`config.mk`:
```
export PLATFORM = sky130hd
export DESIGN_NAME = regfile_write_arbiter_flat
export DESIGN_NICKNAME = d
export VERILOG_FILES = /design/src/rtl/regfile_write_arbiter_if.sv /design/src/rtl/regfile_write_arbiter.sv /design/src/flat_wrapper.sv
export SDC_FILE = /design/constraint.sdc
export NUM_CORES = 1
export LEC_CHECK = 0
export BUFFER_PORTS_ARGS = -buffer_cell sky130_fd_sc_hd__buf_2
export CORE_UTILIZATION = 45
export CTS_CLUSTER_DIAMETER = 50
export CTS_CLUSTER_SIZE = 16
export DETAILED_ROUTE_END_ITERATION = 10
export PLACE_DENSITY = 0.66
export SKIP_LAST_GASP = 1
export SYNTH_ARGS = -nofsm -noshare
export SYNTH_HDL_FRONTEND = slang
export SYNTH_SLANG_ARGS = --single-unit
export TNS_END_PERCENT = 100
```
`constraint.sdc`:
```
create_clock -name clk -period 9.4 [get_ports clk]
set_input_delay 0.47 -clock clk [delete_from_list [all_inputs] [get_ports clk]]
set_output_delay 0.47 -clock clk [all_outputs]
set_load 0.05 [all_outputs]
```
`src/rtl/regfile_write_arbiter_if.sv`:
```
// Signal bundle between the write-port arbiter and its clients: pipeline write-back,
// load-unit results, register-file write port, stall request and scoreboard read checks.
interface regfile_write_arbiter_if;
  localparam int unsigned IDX_W  = 4;
  localparam int unsigned DATA_W = 32;

  logic              wb_en;
  logic [IDX_W-1:0]  wb_dest;
  logic [DATA_W-1:0] wb_data;
  logic              ld_valid;
  logic [IDX_W-1:0]  ld_dest;
  logic [DATA_W-1:0] ld_data;
  logic              ld_ready;
  logic              rf_we;
  logic [IDX_W-1:0]  rf_dest;
  logic [DATA_W-1:0] rf_data;
  logic              pipe_stall;
  logic [IDX_W-1:0]  src1;
  logic [IDX_W-1:0]  src2;
  logic              busy1;
  logic              busy2;

  modport master (
    output wb_en, wb_dest, wb_data, ld_valid, ld_dest, ld_data, src1, src2,
    input  ld_ready, rf_we, rf_dest, rf_data, pipe_stall, busy1, busy2
  );

  modport slave (
    input  wb_en, wb_dest, wb_data, ld_valid, ld_dest, ld_data, src1, src2,
    output ld_ready, rf_we, rf_dest, rf_data, pipe_stall, busy1, busy2
  );
endinterface

```
`src/rtl/regfile_write_arbiter.sv`:
```
// Shares the register-file write port between pipeline write-back (always wins) and a
// load-result FIFO with starvation stall. RF_ARB_SCOREBOARD_EN enables the busy1/busy2 scoreboard.
module regfile_write_arbiter #(
  parameter int unsigned DEPTH    = 4,
  parameter int unsigned MAX_WAIT = 8
) (
  input logic                    clk,
  input logic                    rst,
  regfile_write_arbiter_if.slave arb_if
);
  localparam int unsigned PW     = $clog2(DEPTH);
  localparam int unsigned CW     = $clog2(MAX_WAIT + 1);
  localparam int unsigned IDX_W  = 4;
  localparam int unsigned DATA_W = 32;
  localparam logic [IDX_W-1:0] NO_REG = 4'd15;

  logic [PW:0]        wr_ptr_q, wr_ptr_d;
  logic [PW:0]        rd_ptr_q, rd_ptr_d;
  logic [DEPTH-1:0]   vld_q, vld_d;
  logic [IDX_W-1:0]   dest_q [DEPTH];
  logic [DATA_W-1:0]  data_q [DEPTH];
  logic [CW-1:0]      wait_cnt_q, wait_cnt_d;
  logic [CW-1:0]      cnt_inc;
  logic               pipe_stall_q, pipe_stall_d;

  logic [PW-1:0]      wr_idx, rd_idx;
  logic               fifo_empty, fifo_full, head_vld;
  logic               wb_win, head_pop, blocked;
  logic               ld_acc, ld_bypass, push;

  logic               rf_we;
  logic [IDX_W-1:0]   rf_dest;
  logic [DATA_W-1:0]  rf_data;

  // Slot decode: pipeline first, then FIFO head, then an empty-FIFO bypass.
  always_comb begin
    wr_idx     = wr_ptr_q[PW-1:0];
    rd_idx     = rd_ptr_q[PW-1:0];
    fifo_empty = (wr_ptr_q == rd_ptr_q);
    fifo_full  = (wr_ptr_q[PW] != rd_ptr_q[PW]) && (wr_idx == rd_idx);
    head_vld   = !fifo_empty && vld_q[rd_idx];
    wb_win     = arb_if.wb_en && (arb_if.wb_dest != NO_REG);
    // A superseded head leaves even while the pipeline owns the port.
    head_pop   = !fifo_empty && (!head_vld || !wb_win);
    blocked    = head_vld && wb_win;
    ld_acc     = arb_if.ld_valid && (!fifo_full || head_pop);
    ld_bypass  = ld_acc && fifo_empty && !wb_win;
    push       = ld_acc && !ld_bypass && (arb_if.ld_dest != NO_REG);
  end

  always_comb begin
    rf_we   = 1'b0;
    rf_dest = '0;
    rf_data = '0;
    if (rst) begin
      rf_we = 1'b0;
    end else if (wb_win) begin
      rf_we   = 1'b1;
      rf_dest = arb_if.wb_dest;
      rf_data = arb_if.wb_data;
    end else if (head_vld) begin
      rf_we   = 1'b1;
      rf_dest = dest_q[rd_idx];
      rf_data = data_q[rd_idx];
    end else if (ld_bypass && (arb_if.ld_dest != NO_REG)) begin
      rf_we   = 1'b1;
      rf_dest = arb_if.ld_dest;
      rf_data = arb_if.ld_data;
    end
  end

  // FIFO pointer/valid update; the same-cycle push is younger than any supersede.
  always_comb begin
    wr_ptr_d = wr_ptr_q;
    rd_ptr_d = rd_ptr_q;
    vld_d    = vld_q;
    if (head_pop) begin
      vld_d[rd_idx] = 1'b0;
      rd_ptr_d      = rd_ptr_q + (PW+1)'(1);
    end
    if (wb_win) begin
      for (int unsigned i = 0; i < DEPTH; i++) begin
        if (dest_q[i] == arb_if.wb_dest) vld_d[i] = 1'b0;
      end
    end
    if (push) begin
      vld_d[wr_idx] = 1'b1;
      wr_ptr_d      = wr_ptr_q + (PW+1)'(1);
    end
  end

  // Starvation: a head blocked long enough forces a one-cycle stall; a stall overridden
  // by the pipeline re-arms immediately.
  always_comb begin
    cnt_inc      = wait_cnt_q + CW'(1);
    wait_cnt_d   = '0;
    pipe_stall_d = 1'b0;
    if (blocked) begin
      if (pipe_stall_q || (MAX_WAIT < 2) || (cnt_inc == CW'(MAX_WAIT - 1))) begin
        pipe_stall_d = 1'b1;
      end else begin
        wait_cnt_d = cnt_inc;
      end
    end
  end

  always_ff @(posedge clk or posedge rst) begin
    if (rst) begin
      wr_ptr_q     <= '0;
      rd_ptr_q     <= '0;
      vld_q        <= '0;
      wait_cnt_q   <= '0;
      pipe_stall_q <= 1'b0;
    end else begin
      wr_ptr_q     <= wr_ptr_d;
      rd_ptr_q     <= rd_ptr_d;
      vld_q        <= vld_d;
      wait_cnt_q   <= wait_cnt_d;
      pipe_stall_q <= pipe_stall_d;
    end
  end

  // Payload storage needs no reset: contents only matter behind a set valid bit.
  always_ff @(posedge clk) begin
    if (push) begin
      dest_q[wr_idx] <= arb_if.ld_dest;
      data_q[wr_idx] <= arb_if.ld_data;
    end
  end

  assign arb_if.ld_ready   = !fifo_full || head_pop;
  assign arb_if.rf_we      = rf_we;
  assign arb_if.rf_dest    = rf_dest;
  assign arb_if.rf_data    = rf_data;
  assign arb_if.pipe_stall = pipe_stall_q;

`ifdef RF_ARB_SCOREBOARD_EN
  logic busy1, busy2;

  // An entry being written this cycle is still pending, so vld_q (not vld_d) is used.
  always_comb begin
    busy1 = 1'b0;
    busy2 = 1'b0;
    for (int unsigned i = 0; i < DEPTH; i++) begin
      if (vld_q[i] && (dest_q[i] == arb_if.src1) && (arb_if.src1 != NO_REG)) busy1 = 1'b1;
      if (vld_q[i] && (dest_q[i] == arb_if.src2) && (arb_if.src2 != NO_REG)) busy2 = 1'b1;
    end
  end

  assign arb_if.busy1 = busy1;
  assign arb_if.busy2 = busy2;
`else
  logic unused_src;

  assign unused_src   = ^{arb_if.src1, arb_if.src2};
  assign arb_if.busy1 = 1'b0;
  assign arb_if.busy2 = 1'b0;
`endif

endmodule

```
`src/flat_wrapper.sv`:
```
// flat-port wrapper written by rule: the top's interface ports become plain ports
module regfile_write_arbiter_flat 
#(
  parameter int unsigned DEPTH    = 4,
  parameter int unsigned MAX_WAIT = 8
)
  (clk, rst, arb_if_wb_en, arb_if_wb_dest, arb_if_wb_data, arb_if_ld_valid, arb_if_ld_dest, arb_if_ld_data, arb_if_src1, arb_if_src2, arb_if_ld_ready, arb_if_rf_we, arb_if_rf_dest, arb_if_rf_data, arb_if_pipe_stall, arb_if_busy1, arb_if_busy2);
  regfile_write_arbiter_if arb_if_i ();
  input logic clk;
  input logic rst;
  input wire logic [$bits(arb_if_i.wb_en)-1:0] arb_if_wb_en;
  input wire logic [$bits(arb_if_i.wb_dest)-1:0] arb_if_wb_dest;
  input wire logic [$bits(arb_if_i.wb_data)-1:0] arb_if_wb_data;
  input wire logic [$bits(arb_if_i.ld_valid)-1:0] arb_if_ld_valid;
  input wire logic [$bits(arb_if_i.ld_dest)-1:0] arb_if_ld_dest;
  input wire logic [$bits(arb_if_i.ld_data)-1:0] arb_if_ld_data;
  input wire logic [$bits(arb_if_i.src1)-1:0] arb_if_src1;
  input wire logic [$bits(arb_if_i.src2)-1:0] arb_if_src2;
  output wire logic [$bits(arb_if_i.ld_ready)-1:0] arb_if_ld_ready;
  output wire logic [$bits(arb_if_i.rf_we)-1:0] arb_if_rf_we;
  output wire logic [$bits(arb_if_i.rf_dest)-1:0] arb_if_rf_dest;
  output wire logic [$bits(arb_if_i.rf_data)-1:0] arb_if_rf_data;
  output wire logic [$bits(arb_if_i.pipe_stall)-1:0] arb_if_pipe_stall;
  output wire logic [$bits(arb_if_i.busy1)-1:0] arb_if_busy1;
  output wire logic [$bits(arb_if_i.busy2)-1:0] arb_if_busy2;
  assign arb_if_i.wb_en = arb_if_wb_en;
  assign arb_if_i.wb_dest = arb_if_wb_dest;
  assign arb_if_i.wb_data = arb_if_wb_data;
  assign arb_if_i.ld_valid = arb_if_ld_valid;
  assign arb_if_i.ld_dest = arb_if_ld_dest;
  assign arb_if_i.ld_data = arb_if_ld_data;
  assign arb_if_i.src1 = arb_if_src1;
  assign arb_if_i.src2 = arb_if_src2;
  assign arb_if_ld_ready = arb_if_i.ld_ready;
  assign arb_if_rf_we = arb_if_i.rf_we;
  assign arb_if_rf_dest = arb_if_i.rf_dest;
  assign arb_if_rf_data = arb_if_i.rf_data;
  assign arb_if_pipe_stall = arb_if_i.pipe_stall;
  assign arb_if_busy1 = arb_if_i.busy1;
  assign arb_if_busy2 = arb_if_i.busy2;
  regfile_write_arbiter #(.DEPTH(DEPTH), .MAX_WAIT(MAX_WAIT)) u_core (.clk(clk), .rst(rst), .arb_if(arb_if_i));
endmodule
```
-- Word-level counts from Yosys, hierarchy flattened
Memory sizes are Yosys's and may differ from the RTL's.
Index checks and enable logic that the tools add are counted.
Widths: inputs -> output; s select.
- logic and storage cells: 79
- bits in writable memories: 144
- flip-flop bits (word level): 15
- output and inout bits: 41
- input bits: 84
- memories: 2
- memory list (memory ; words ; width ; rd ports ; clocked after Yosys merged registers in ; wr ports ; line ; RTL):
    u_core.data_q ; 4 ; 32 ; 1 ; 0 ; 1 ; regfile_write_arbiter.sv:21 ; logic [DATA_W-1:0] data_q [DEPTH];
    u_core.dest_q ; 4 ; 4 ; 5 ; 0 ; 1 ; regfile_write_arbiter.sv:20 ; logic [IDX_W-1:0] dest_q [DEPTH];
- $lt $le $gt $ge: 4
- reduce and logical (&&, ||, !) cells: 21
- mux-type cells: 31
- bitwise operators: 3
- eq/ne operators: 10
- $add $sub $neg: 3
- operator list (operator ; count):
    $mux 32 ; 4
    $mux 4 ; 9
    $eq 4x4->1 ; 4
    $mux 1 ; 15
    $logic_and 1x1->1 ; 13
    $ne 4x4->1 const B ; 2
    $add 3x1->3 const B ; 2
    $lt 2x3->1 const B ; 2
    $logic_not 1->1 ; 5
    $add 4x1->4 const B ; 1
    $and 4x4->4 ; 1
    $demux 1 s2 ; 2
    $eq 4x3->1 const B ; 1
    $ge 2x1->1 const B ; 2
    $not 4->4 ; 1
    $or 4x4->4 ; 1
    $eq 3x3->1 ; 1
    $logic_or 1x1->1 ; 3
    $bmux 1 s2 ; 1
    $eq 2x2->1 ; 1
    $ne 1x1->1 ; 1

-- Longest topological paths before layout
- depth after elaboration: 15
- gate-level depth with buffers: 7

-- Worst setup path before layout
Ideal clock, no wire load.
- path type: register -> register
- start point: register u_core.rd_ptr_q[0]
- end point: memory u_core.data_q[3][0], enable pin
- stages on the path, launching flop included: 4
- arrival: 2880 ps
- buffers on the path: 0
- setup slack: 6090 ps
- clock period less this slack: 3310 ps
- cells stage by stage: dfrtp_1 mux4_2 and4_4 o32ai_2
- word-level cells in the longest chain between the ends: 15
- elaborated cells between the ends (all ways): 20
- those cells by class: 2 x eq/ne; 4 x mux; 14 x reduce/logical
- RTL lines (item ; line ; RTL):
    from (decl) ; regfile_write_arbiter.sv:18 ; logic [PW:0] rd_ptr_q, rd_ptr_d;
    from (signal assigned) ; regfile_write_arbiter.sv:116 ; rd_ptr_q <= rd_ptr_d;
    $bmux 1 s2 or $eq 3x3->1 (tied branches) ; regfile_write_arbiter.sv:41, regfile_write_arbiter.sv:39 ;
    $mux 1 (implied by the code) or $logic_not 1->1 (tied branches) ; regfile_write_arbiter.sv:41, regfile_write_arbiter.sv:44 ;
    $logic_and 1x1->1 ; regfile_write_arbiter.sv:41 ; head_vld = !fifo_empty && vld_q[rd_idx];
    $logic_not 1->1 ; regfile_write_arbiter.sv:44 ; head_pop = !fifo_empty && (!head_vld || !wb_win);
    $logic_or 1x1->1 ; regfile_write_arbiter.sv:44 ;
    $logic_and 1x1->1 ; regfile_write_arbiter.sv:44 ;
    $logic_or 1x1->1 ; regfile_write_arbiter.sv:46 ; ld_acc = arb_if.ld_valid && (!fifo_full || head_pop);
    $logic_and 1x1->1 ; regfile_write_arbiter.sv:46 ;
    $logic_and 1x1->1 (2 in series) ; regfile_write_arbiter.sv:47 ; ld_bypass = ld_acc && fifo_empty && !wb_win;
    $logic_not 1->1 ; regfile_write_arbiter.sv:48 ; push = ld_acc && !ld_bypass && (arb_if.ld_dest != NO_REG);
    $logic_and 1x1->1 (*) (2 in series) ; regfile_write_arbiter.sv:48 ;
    $mux 1 (*) ; regfile_write_arbiter.sv:125 ; if (push) begin
    $mux 1 (implied by the code) (*) ; regfile_write_arbiter.sv:127 ; data_q[wr_idx] <= arb_if.ld_data;
    to (decl) ; regfile_write_arbiter.sv:21 ;
Every way passes the cells marked *; elsewhere a longest branch is shown, timed or not. The select of a mux whose other input is x is not followed.

-- Final worst setup path
- start point: register u_core.rd_ptr_q[1]
- end point: output arb_if_rf_data[16]
- word-level cells in the longest chain between the ends: 15
- elaborated cells between the ends (all ways): 21
- those cells by class: 2 x eq/ne; 6 x mux; 12 x reduce/logical; 1 x memory
- RTL lines (item ; line ; RTL):
    $bmux 1 s2 or $eq 3x3->1 (tied branches) ; regfile_write_arbiter.sv:41, regfile_write_arbiter.sv:39 ;
    $mux 1 (implied by the code) or $logic_not 1->1 (tied branches) ; regfile_write_arbiter.sv:41, regfile_write_arbiter.sv:44 ;
    $logic_and 1x1->1 ; regfile_write_arbiter.sv:41 ;
    $logic_not 1->1 ; regfile_write_arbiter.sv:44 ;
    $logic_or 1x1->1 ; regfile_write_arbiter.sv:44 ;
    $logic_and 1x1->1 ; regfile_write_arbiter.sv:44 ;
    $logic_or 1x1->1 ; regfile_write_arbiter.sv:46 ;
    $logic_and 1x1->1 ; regfile_write_arbiter.sv:46 ;
    $logic_and 1x1->1 (2 in series) ; regfile_write_arbiter.sv:47 ;
    $logic_and 1x1->1 ; regfile_write_arbiter.sv:65 ; end else if (ld_bypass && (arb_if.ld_dest != NO_REG)) begin
    $mux 32 ; regfile_write_arbiter.sv:65 ;
    $mux 32 (*) ; regfile_write_arbiter.sv:61 ; end else if (head_vld) begin
    $mux 32 (*) ; regfile_write_arbiter.sv:57 ; end else if (wb_win) begin
    $mux 32 (*) ; regfile_write_arbiter.sv:55 ; if (rst) begin
    to (decl) ; flat_wrapper.sv:22 ; output wire logic [$bits(arb_if_i.rf_data)-1:0] arb_if_rf_data;
Marked as above.

==> results.ini <==
[synth]
synth_area_per_cell_um2=15.8
synthTopCellsByCount=144 x edfxtp_1, 43 x inv_1, 37 x mux4_2, 32 x a31o_1, 32 x o221a_1
yosysSeqAreaShare=0.617
yosys_warnings=0
yosysTopAreaCell=edfxtp_1
synth_flop_cell=edfxtp_1
synthCells=483
ys_ff_latch=159
yosysUniqueCellTypes=48
synthArstFlopShare=0.0943
yosysTopAreaCellShare=0.568
synth.most_common_cell=edfxtp_1
syn_area_mm2=0.00761
synth_edf_count=144
yosys-top-cells-area=edfxtp_1 57%, mux4_2 11%, dfrtp_1 4.9%

[routing]
drc=0
vias=4687
firstDrtPassIters=5
via_per_inst=5.79
drtIter0Drc=339
routed_wl_mm=16.6
wl_per_cell_um=20.4
ant_nets=0

[finish]
fin_cells=810
area_growth_pct=17.1
fillers=1331
antenna_cells=0
nets=672
drive_gt1_frac=0.351

[clocking]
cts_inserted_buffers=17
hold_buffers=0
clk_pin_slew_ns=0.06
clockBufferDepth=2
cts_root_buf=clkbuf_16
cts_sinks=159
cts_resized=0
cts_tree=built
cts_max_level=4
post_cts.repair.setup_buffers=0
clk_latency_ns=0.42

[setup_path]
start_kind=flop
r2r_slack_ns=5.37
cp_max_fo=42
crit-reg2reg-launch=u_core.rd_ptr_q[1]$_DFFE_PP0N_
arrival_ns=3.96
end_kind=output pin
reg2reg_depth=4
required_ns=8.93
regToRegEndpoint=u_core.data_q[0][4]$_DFFE_PP_
timing.setup.critical_path_class=reg -> out

[die]
die_height_um=132
die_w_um=132
die_area_mm2=0.0174
start_util=0.461
core_mm2=0.0165
ios=125
row_count=47

[sta]
relSlewSlack=0.262
whs_ns=0.283
setup_viol=0
finalCriticalPeriod_ns=4.43
setup_tns_ns=0
finalCritPeriodShare=0.472
rsz0062_at_grt=no
maxSlewViolCount=0
fin_skew_ns=0.0126
max_freq_ghz=0.226
tightest_slew_ns=1.11
hold_viol=0

[global_route]
grt_first_pass_wirelength_mm=26.3
track_usage=0.200
grt_pass1_vias=4779
grt-ovfl-total=0
grt_antenna_before_repair=1
grt_max_degree=53

[worst_hold_path]
hold-path-cell-count=1
min_from=arb_if_ld_data[18]
holdCritPathClass=in -> reg
min_to=u_core.data_q[2][18]$_DFFE_PP_

[power]
p_per_area_mw_per_mm2=334
power.leakage_nw=3.24
worst_ir_drop_vdd_uv=187
total_power_w=0.00298

[run]
maxCapViolCount=0

[place]
post-dp-hpwl_mm=9.89
dp_cells=779
gp_congestion=0.783
port_buffers=114

[status]
outcome=complete, no violations

-- per-stage QoR --
stage          cell area [µm²]  worst slack, ns   util
3_3_place_gp              8310             5.29  0.503
2_1_floorplan             7620             6.09      -
3_5_place_dp              8310             5.32  0.503
6_report                  8920             4.97  0.540
4_1_cts                   8920             4.91  0.540
5_1_grt                   8920             4.78  0.540
-- report_power, final --
| part | switching (W) | internal (W) | total [W] |
|---|---|---|---|
| registers | 0.000103 | 0.00103 | 0.00113 |
| clock network | 0.000256 | 0.000440 | 0.000696 |
| logic | 0.000720 | 0.000433 | 0.00115 |
| total | 0.00108 | 0.00190 | 0.00298 |
-- area by class of cell --
class | count | area (µm²) | share of cell area
sequential | 159 | 4700 | 0.527
multi-input combinational | 236 | 2560 | 0.287
timing repair buffer | 119 | 608 | 0.0682
clock buffer | 19 | 433 | 0.0486
tap | 220 | 275 | 0.0309
clock inverter | 12 | 169 | 0.0189
inverter | 45 | 169 | 0.0189
-- per-layer routing --
layer	wire [µm]	GRT usage	part of all wire	vias to the layer above
met3	731	0.0408	0.044	13
met4	158	0.0736	0.0095	2
li1	-	-	-	2138
met2	8540	0.332	0.52	119
met1	7110	0.260	0.43	2415
met5	13	0	0.00079	-
-- critical path, stage by stage (launching register included) --
cell     delay, ns
dfrtp_2       1.10
xor2_1        0.27
or3_2         0.83
buf_4         0.41
nor4_1        0.42
o221a_1       0.24
buf_2         0.26
-- state kept, by name, summed over array words and instances (netlist names) --
name                      flops
u_core.wait_cnt_q             4
u_core.vld_q                  4
u_core.rd_ptr_q               3
u_core.wr_ptr_q               3
u_core.dest_q                16
u_core.data_q               128
u_core.arb_if.pipe_stall      1
-- cell families after synthesis --
kind of cell    Yosys count  synth area share
flops                   159             0.617
compound gates           95             0.116
buf+inv                  89            0.0495
simple gates             66            0.0593
mux                      39             0.113
xor+xnor                 24            0.0276
fa+ha+maj                10            0.0164
other cells               1          0.000493
-- worst max-delay path by stage --
stage                                      to                            from  depth (start not counted)  slack (ns)
6_report                   arb_if_rf_data[16]  u_core.rd_ptr_q[1]$_DFFE_PP0N_                          6        4.97
5_1_grt                    arb_if_rf_data[16]  u_core.rd_ptr_q[1]$_DFFE_PP0N_                          6        4.78
4_1_cts                    arb_if_rf_data[16]  u_core.rd_ptr_q[1]$_DFFE_PP0N_                          6        4.91
3_5_place_dp   u_core.data_q[1][15]$_DFFE_PP_  u_core.rd_ptr_q[1]$_DFFE_PP0N_                          4        5.32
3_3_place_gp   u_core.data_q[2][25]$_DFFE_PP_  u_core.rd_ptr_q[1]$_DFFE_PP0N_                          4        5.29
2_1_floorplan   u_core.data_q[3][0]$_DFFE_PP_  u_core.rd_ptr_q[0]$_DFFE_PP0N_                          3        6.09
-- placed cells by master, fill, tap and decap left out, drive strengths merged, types with 2 or more instances in the layout --
| cell type | synthesis | layout |
|---|---|---|
| o21ai | 5 | 5 |
| clkbuf | 27 | 19 |
| nand2b | 2 | 2 |
| nand3 | 2 | 2 |
| xor2 | 6 | 6 |
| a31o | 32 | 32 |
| mux2 | 2 | 2 |
| clkinvlp | 0 | 4 |
| buf | 17 | 119 |
| a21oi | 6 | 6 |
| nor4 | 32 | 32 |
| conb | 1 | 2 |
| and2 | 4 | 4 |
| o21a | 5 | 5 |
| bufinv | 0 | 4 |
| dfrtp | 15 | 15 |
| nand4 | 6 | 6 |
| ha | 10 | 10 |
| inv | 44 | 45 |
| and3 | 2 | 2 |
| mux4 | 37 | 37 |
| o221a | 32 | 32 |
| xnor2 | 18 | 18 |
| edfxtp | 144 | 144 |
| clkinv | 1 | 4 |
| nor3 | 2 | 2 |
| nor2 | 6 | 6 |
| o2bb2ai | 3 | 3 |
| a32o | 4 | 4 |
| nand2 | 3 | 3 |
| nor3b | 4 | 4 |
Power figures use the tool's default switching activity.
